`config.mk`:
```
export PLATFORM = sky130hd
export DESIGN_NAME = reg_univ
export DESIGN_NICKNAME = d
export VERILOG_FILES = /design/src/rtl/reg_univ.sv
export SDC_FILE = /design/constraint.sdc
export NUM_CORES = 1
export LEC_CHECK = 0
export BUFFER_PORTS_ARGS = -buffer_cell sky130_fd_sc_hd__buf_4
export CAP_MARGIN = 40
export CORE_AREA = 2 2 39 41
export CTS_BUF_LIST = sky130_fd_sc_hd__clkbuf_8
export DETAILED_ROUTE_END_ITERATION = 12
export DIE_AREA = 0 0 41 43
export PLACE_DENSITY = 0.65
export SLEW_MARGIN = 30
export SYNTH_ARGS = -nofsm -noshare
export SYNTH_HDL_FRONTEND = slang
export SYNTH_SLANG_ARGS = --single-unit
```
`constraint.sdc`:
```
create_clock -name eck -period 1.27 [get_ports eck]
set_input_delay 0.0635 -clock eck [delete_from_list [all_inputs] [get_ports eck]]
set_output_delay 0.0635 -clock eck [all_outputs]
set_load 0.05 [all_outputs]
```
`src/rtl/reg_univ.sv`:
```
`default_nettype none
// ============================================================================
// Module   : reg_univ
// Purpose  : Universal register with load, shift, rotate, increment/decrement,
//            serial out and a wrap pulse.
// Revision : 1.0 - initial release
// ============================================================================
module reg_univ #(
   parameter int               WIDTH   = 3,
   parameter logic [WIDTH-1:0] RST_VAL = '0
) (
   input  logic             eck,
   input  logic             er,
   input  logic             es,
   input  logic             eena,
   input  logic [2:0]       emode,
   input  logic [WIDTH-1:0] ed,
   input  logic             esi,
   output logic [WIDTH-1:0] sq,
   output logic             sso,
   output logic             scarry,
   output logic             szero
);

   localparam logic [2:0] c_MODE_HOLD = 3'b000;
   localparam logic [2:0] c_MODE_LOAD = 3'b001;
   localparam logic [2:0] c_MODE_SHL  = 3'b010;
   localparam logic [2:0] c_MODE_SHR  = 3'b011;
   localparam logic [2:0] c_MODE_ROL  = 3'b100;
   localparam logic [2:0] c_MODE_ROR  = 3'b101;
   localparam logic [2:0] c_MODE_INC  = 3'b110;
   localparam logic [2:0] c_MODE_DEC  = 3'b111;

   localparam logic [WIDTH-1:0] c_ONE = {{(WIDTH-1){1'b0}}, 1'b1};

   logic [WIDTH-1:0] sq_q, sq_d;
   logic             sso_q, sso_d;
   logic             scarry_q, scarry_d;

   // Set overrides every mode, so it also suppresses shift-out and wrap reporting.
   always_comb begin
      sq_d     = sq_q;
      sso_d    = sso_q;
      scarry_d = 1'b0;
      if (es) begin
         sq_d  = '1;
         sso_d = 1'b0;
      end else if (eena) begin
         case (emode)
            c_MODE_HOLD: sq_d = sq_q;
            c_MODE_LOAD: sq_d = ed;
            c_MODE_SHL: begin
               sq_d  = {sq_q[WIDTH-2:0], esi};
               sso_d = sq_q[WIDTH-1];
            end
            c_MODE_SHR: begin
               sq_d  = {esi, sq_q[WIDTH-1:1]};
               sso_d = sq_q[0];
            end
            c_MODE_ROL: begin
               sq_d  = {sq_q[WIDTH-2:0], sq_q[WIDTH-1]};
               sso_d = sq_q[WIDTH-1];
            end
            c_MODE_ROR: begin
               sq_d  = {sq_q[0], sq_q[WIDTH-1:1]};
               sso_d = sq_q[0];
            end
            c_MODE_INC: begin
               sq_d     = sq_q + c_ONE;
               scarry_d = (sq_q == '1);
            end
            c_MODE_DEC: begin
               sq_d     = sq_q - c_ONE;
               scarry_d = (sq_q == '0);
            end
            default: sq_d = sq_q;
         endcase
      end
   end

   always_ff @(posedge eck) begin
      if (er) begin
         sq_q     <= RST_VAL;
         sso_q    <= 1'b0;
         scarry_q <= 1'b0;
      end else begin
         sq_q     <= sq_d;
         sso_q    <= sso_d;
         scarry_q <= scarry_d;
      end
   end

   assign sq     = sq_q;
   assign sso    = sso_q;
   assign scarry = scarry_q;
   assign szero  = (sq_q == '0);

endmodule
`default_nettype wire

```
==> run summary <==
The run finished with clean final reports. Setup repair after global routing could not meet its margin everywhere. The number of port buffers came out at 16. The critical path starts at sq[1]. The synthesized-area fraction occupied by ao, oa, aoi and oai cells is about a fifth. The number of iterations in the first detailed-routing pass came out at 6. The maximum number of pins on one net before global-route repair came out at 12. The number of placed instances, taps included, is 82. The data arrival time at the worst-slack endpoint is roughly 1.4 ns.

The routed design has 1.11 mm of wire. The total via count in the routed design is 457. Derived from the worst setup path, the maximum achievable clock frequency is about 790 MHz.

The remaining global-route overflow is 0. Cells with a size suffix above 1 make up around 47% of the layout. After floorplanning, the core was divided into 14 placement rows. After synthesis, the largest family of logic cells by area is simple AND/OR/NAND/NOR gates.

The total global routing track utilization is between 10% and 20%. Setup violations remaining at the end of the flow were counted as 0. The number of antenna diodes in the final layout is 0. The CTS H-tree depth came out at 1.

The area growth from synthesis to layout is 54.1%. The number of DRC violations after detailed-routing iteration 0 came out at 11. TritonCTS built the clock tree.

The final-stage net count is 83. The synthesized design contains 5 register bits. The tightest min-delay check is of the in -> reg type. The synthesized netlist contains 26 unique library cells. Following the worst setup path forward leads to its endpoint at sq[1]. Of the total power, the clock network draws about two fifths.

The first-pass GRT wire length came out at between 1.5 and 2 mm. The count of synthesis-stage warnings from yosys is 0. In the post-synthesis netlist, the biggest area contributors are dfxtp_1, xor3_1, mux4_2. The average wire per standard cell came out at approximately 13 um.

The largest driver fanout on the critical path came out at 2. Between clock sinks in the finished design, the worst skew comes to between 0.0015 and 0.002 ns. The count of hold buffers inserted by post-cts repair is 0. The setup path with the least slack is of type reg -> reg. After Yosys synthesis, XOR and XNOR cells account for under 10% of the synthesized area. After legalization and detailed placement, the total HPWL measured roughly 850 um. The overall die height came out at 43 um. The reported leakage power came out at between 0.2 and 0.3 nW. The adder and majority cell fraction of the synthesized area is around 4.7%.

STA classifies the critical path endpoint as a flop. The beginning of the worst register-to-register path is sq[1]. The weighted congestion at the end of routability-driven global placement came out at between 0.7 and 0.8. Of all cell types, the one taking the most synthesized area is dfxtp_1. The cell area after synthesis is between 400 and 500 um2. The total die area is roughly 1800 um2. The initial antenna violation count came out at 0. The actual transition at the worst max-transition pin is 0.303 ns.

The post-CTS setup buffer count is 0. The simple logic cell fraction of the synthesized area is 23.4%. The worst register-to-register path ends at sq[1].

The worst setup path is launched from a flop. The worst-case headroom to the max-slew limit is approximately 80%. The number of instances in the synthesized netlist came out at 47. The via count of the first global-routing pass is around 430.

The hold violation total from the final report came out at 0. The share of the clock period used by the worst path came out at 99.6%. The final-layout setup total negative slack is 0 ns. The share of total power dissipated in combinational logic is around a third. The internal power consumption is between 0.4 and 0.5 mW.

The post-synth net total is between 50 and 60. The switching power share of the total came out at a little under a third. Counting I/O delays and the setup requirement, the final critical path takes 1.27 ns. The count of unresolved DRC violations after routing came out at 0. The clock-pin slew on the worst setup and hold paths is ~0.04 ns. Clock latency on the worst-skew pair, taken at its later pin, is approximately 0.22 ns. The number of max-slew violations in the final report is 0.

The standard cell core area came out at around 1400 um2. The share of total power dissipated in sequential elements is 26.1%. The worst register-to-register path has a depth of 3. The master cell of the clock root buffer is clkbuf_8. The CTS buffer count is 3. The sequential-to-total area share from yosys stat is between 20% and 30%. Using the TritonRoute via totals, the vias-per-cell ratio works out to about 5.3. After clock tree synthesis, the repair step resized 0 gates.

The required time reported for the critical path endpoint came out at about 1.4 ns. The I/O pin count is 17. The initial standard-cell utilization of the core is 30.6%. The share of the synthesized area in the top cell type came out at 23.7%.

Once layout is complete, the cells apart from fillers number 86. The net switching power figure came out at approximately 0.22 mW. In this run the mean area of a mapped cell was 9.00 um2.

The worst-case clock buffer depth is 2. Across all hold checks on the routed design, the worst slack comes to approximately 0.03 ns. In the synthesized netlist, mux cells make up approximately a tenth of the area.

The count of nets left with antenna violations once routing finished came out at 0. Max-cap violations in this run came to 0. The clock net sink count came out at 5. For flop-to-flop paths, the worst setup slack is 0.005 ns. The horizontal die dimension is approximately 41 um. The power per unit of standard cell area came out at 1080 nW/um2. The maximum VDD drop came out at between 0.0003 and 0.0004 V.
[kinds of logic (layout without fill, tap and decap cells)]
logic type      after synthesis  count (layout)
simple gates                 17              17
compound gates               13              13
buf+inv                       6              29
flops                         5               5
mux                           3               3
xor+xnor                      2               2
fa+ha+maj                     1               1
[cells in the mapped netlist]
| master | number |
|---|---|
| nor4_1 | 2 |
| o31ai_1 | 2 |
| mux2i_1 | 1 |
| mux2_2 | 1 |
| xor3_1 | 1 |
| nor2b_1 | 1 |
| and3b_1 | 2 |
| a31oi_1 | 2 |
| dfxtp_1 | 5 |
| nor3_1 | 3 |
| a211oi_1 | 1 |
| o21ai_0 | 2 |
| a32oi_1 | 1 |
| xor2_1 | 1 |
| nor2_1 | 2 |
| nand2_1 | 3 |
| a311oi_1 | 2 |
| buf_6 | 1 |
| nand2b_1 | 3 |
| o31a_1 | 1 |
| mux4_2 | 1 |
| buf_4 | 2 |
| inv_1 | 3 |
| a21oi_1 | 2 |
| fa_1 | 1 |
| and4_2 | 1 |
[power groups by stage]
| stage | Combinational [mW] | Sequential, mW | Clock (mW) |
|---|---|---|---|
| CTS | 0.236 | 0.184 | 0.290 |
| global route | 0.255 | 0.185 | 0.306 |
| global placement | 0.232 | 0.185 | 0 |
| finish | 0.235 | 0.184 | 0.285 |
| floorplan | 0.110 | 0.228 | 0 |
| detailed placement | 0.234 | 0.186 | 0 |
[layout by cell type (no fill, tap or decap), types with 2 or more instances in the layout]
cell type	n
nor2_1	2
dfxtp_4	3
a21oi_1	2
nor3_1	2
o31ai_1	2
dfxtp_1	2
nor4_1	2
a311oi_1	2
nand2_1	3
buf_4	22
nand2b_1	3
o21ai_0	2
and3b_1	2
inv_1	4
clkbuf_8	3
a31oi_1	2
[cell type report]
cell class,instances,area (um2)
Clock buffer,3,41.3
Clock inverter,1,3.75
Multi-Input combinational cell,36,299
Sequential cell,5,111
Tap cell,16,20.0
Timing Repair Buffer,22,165
Fill cell,139,732
Inverter,3,11.3
[registers in the layout, indices dropped and copies added, names as in the netlist]
register / cells
sq: 3
scarry: 1
sso: 1
[metal layers]
metal | track usage [%] | vias up | wire, um
met5 | 0 | - | 0
met4 | 6.00 | 0 | 0
met3 | 3.14 | 0 | 96
met2 | 21.9 | 20 | 530
met1 | 21.4 | 208 | 485
li1 | - | 229 | -
[metrics by stage]
step	power, mW	util [%]	setup slack, ns	area (um2)
final	0.703	47.1	0.00457	652
after global routing	0.746	47.1	-0.0569	652
after CTS	0.710	47.1	-0.00431	652
after detailed placement	0.420	43.9	-0.0528	607
after global placement	0.417	43.9	0.0171	607
after floorplan	0.338	-	-0.0529	448
[how the worst min path moves through the flow]
stage	startpoint	to	slack (ns)	depth (start not counted)
after detailed placement	er	sq[1]	0.26	2
after CTS	er	sq[1]	0.03	2
after floorplan	er	sq[1]	0.13	1
after global placement	er	sq[1]	0.26	2
after global routing	er	sq[1]	0.03	2
final	er	sq[1]	0.03	2
[critical path, stage by stage (launching register included)]
cell,delay [ns]
dfxtp_4,0.34
fa_2,0.52
a31oi_1,0.07
a311oi_1,0.24
[what timing repair did]
action | in CTS | in global routing
pin swaps | 1 | 1
gates cloned | 0 | 0
endpoints found under the setup margin | 1 | 2
Note: power is estimated with default switching activity, not from simulation.
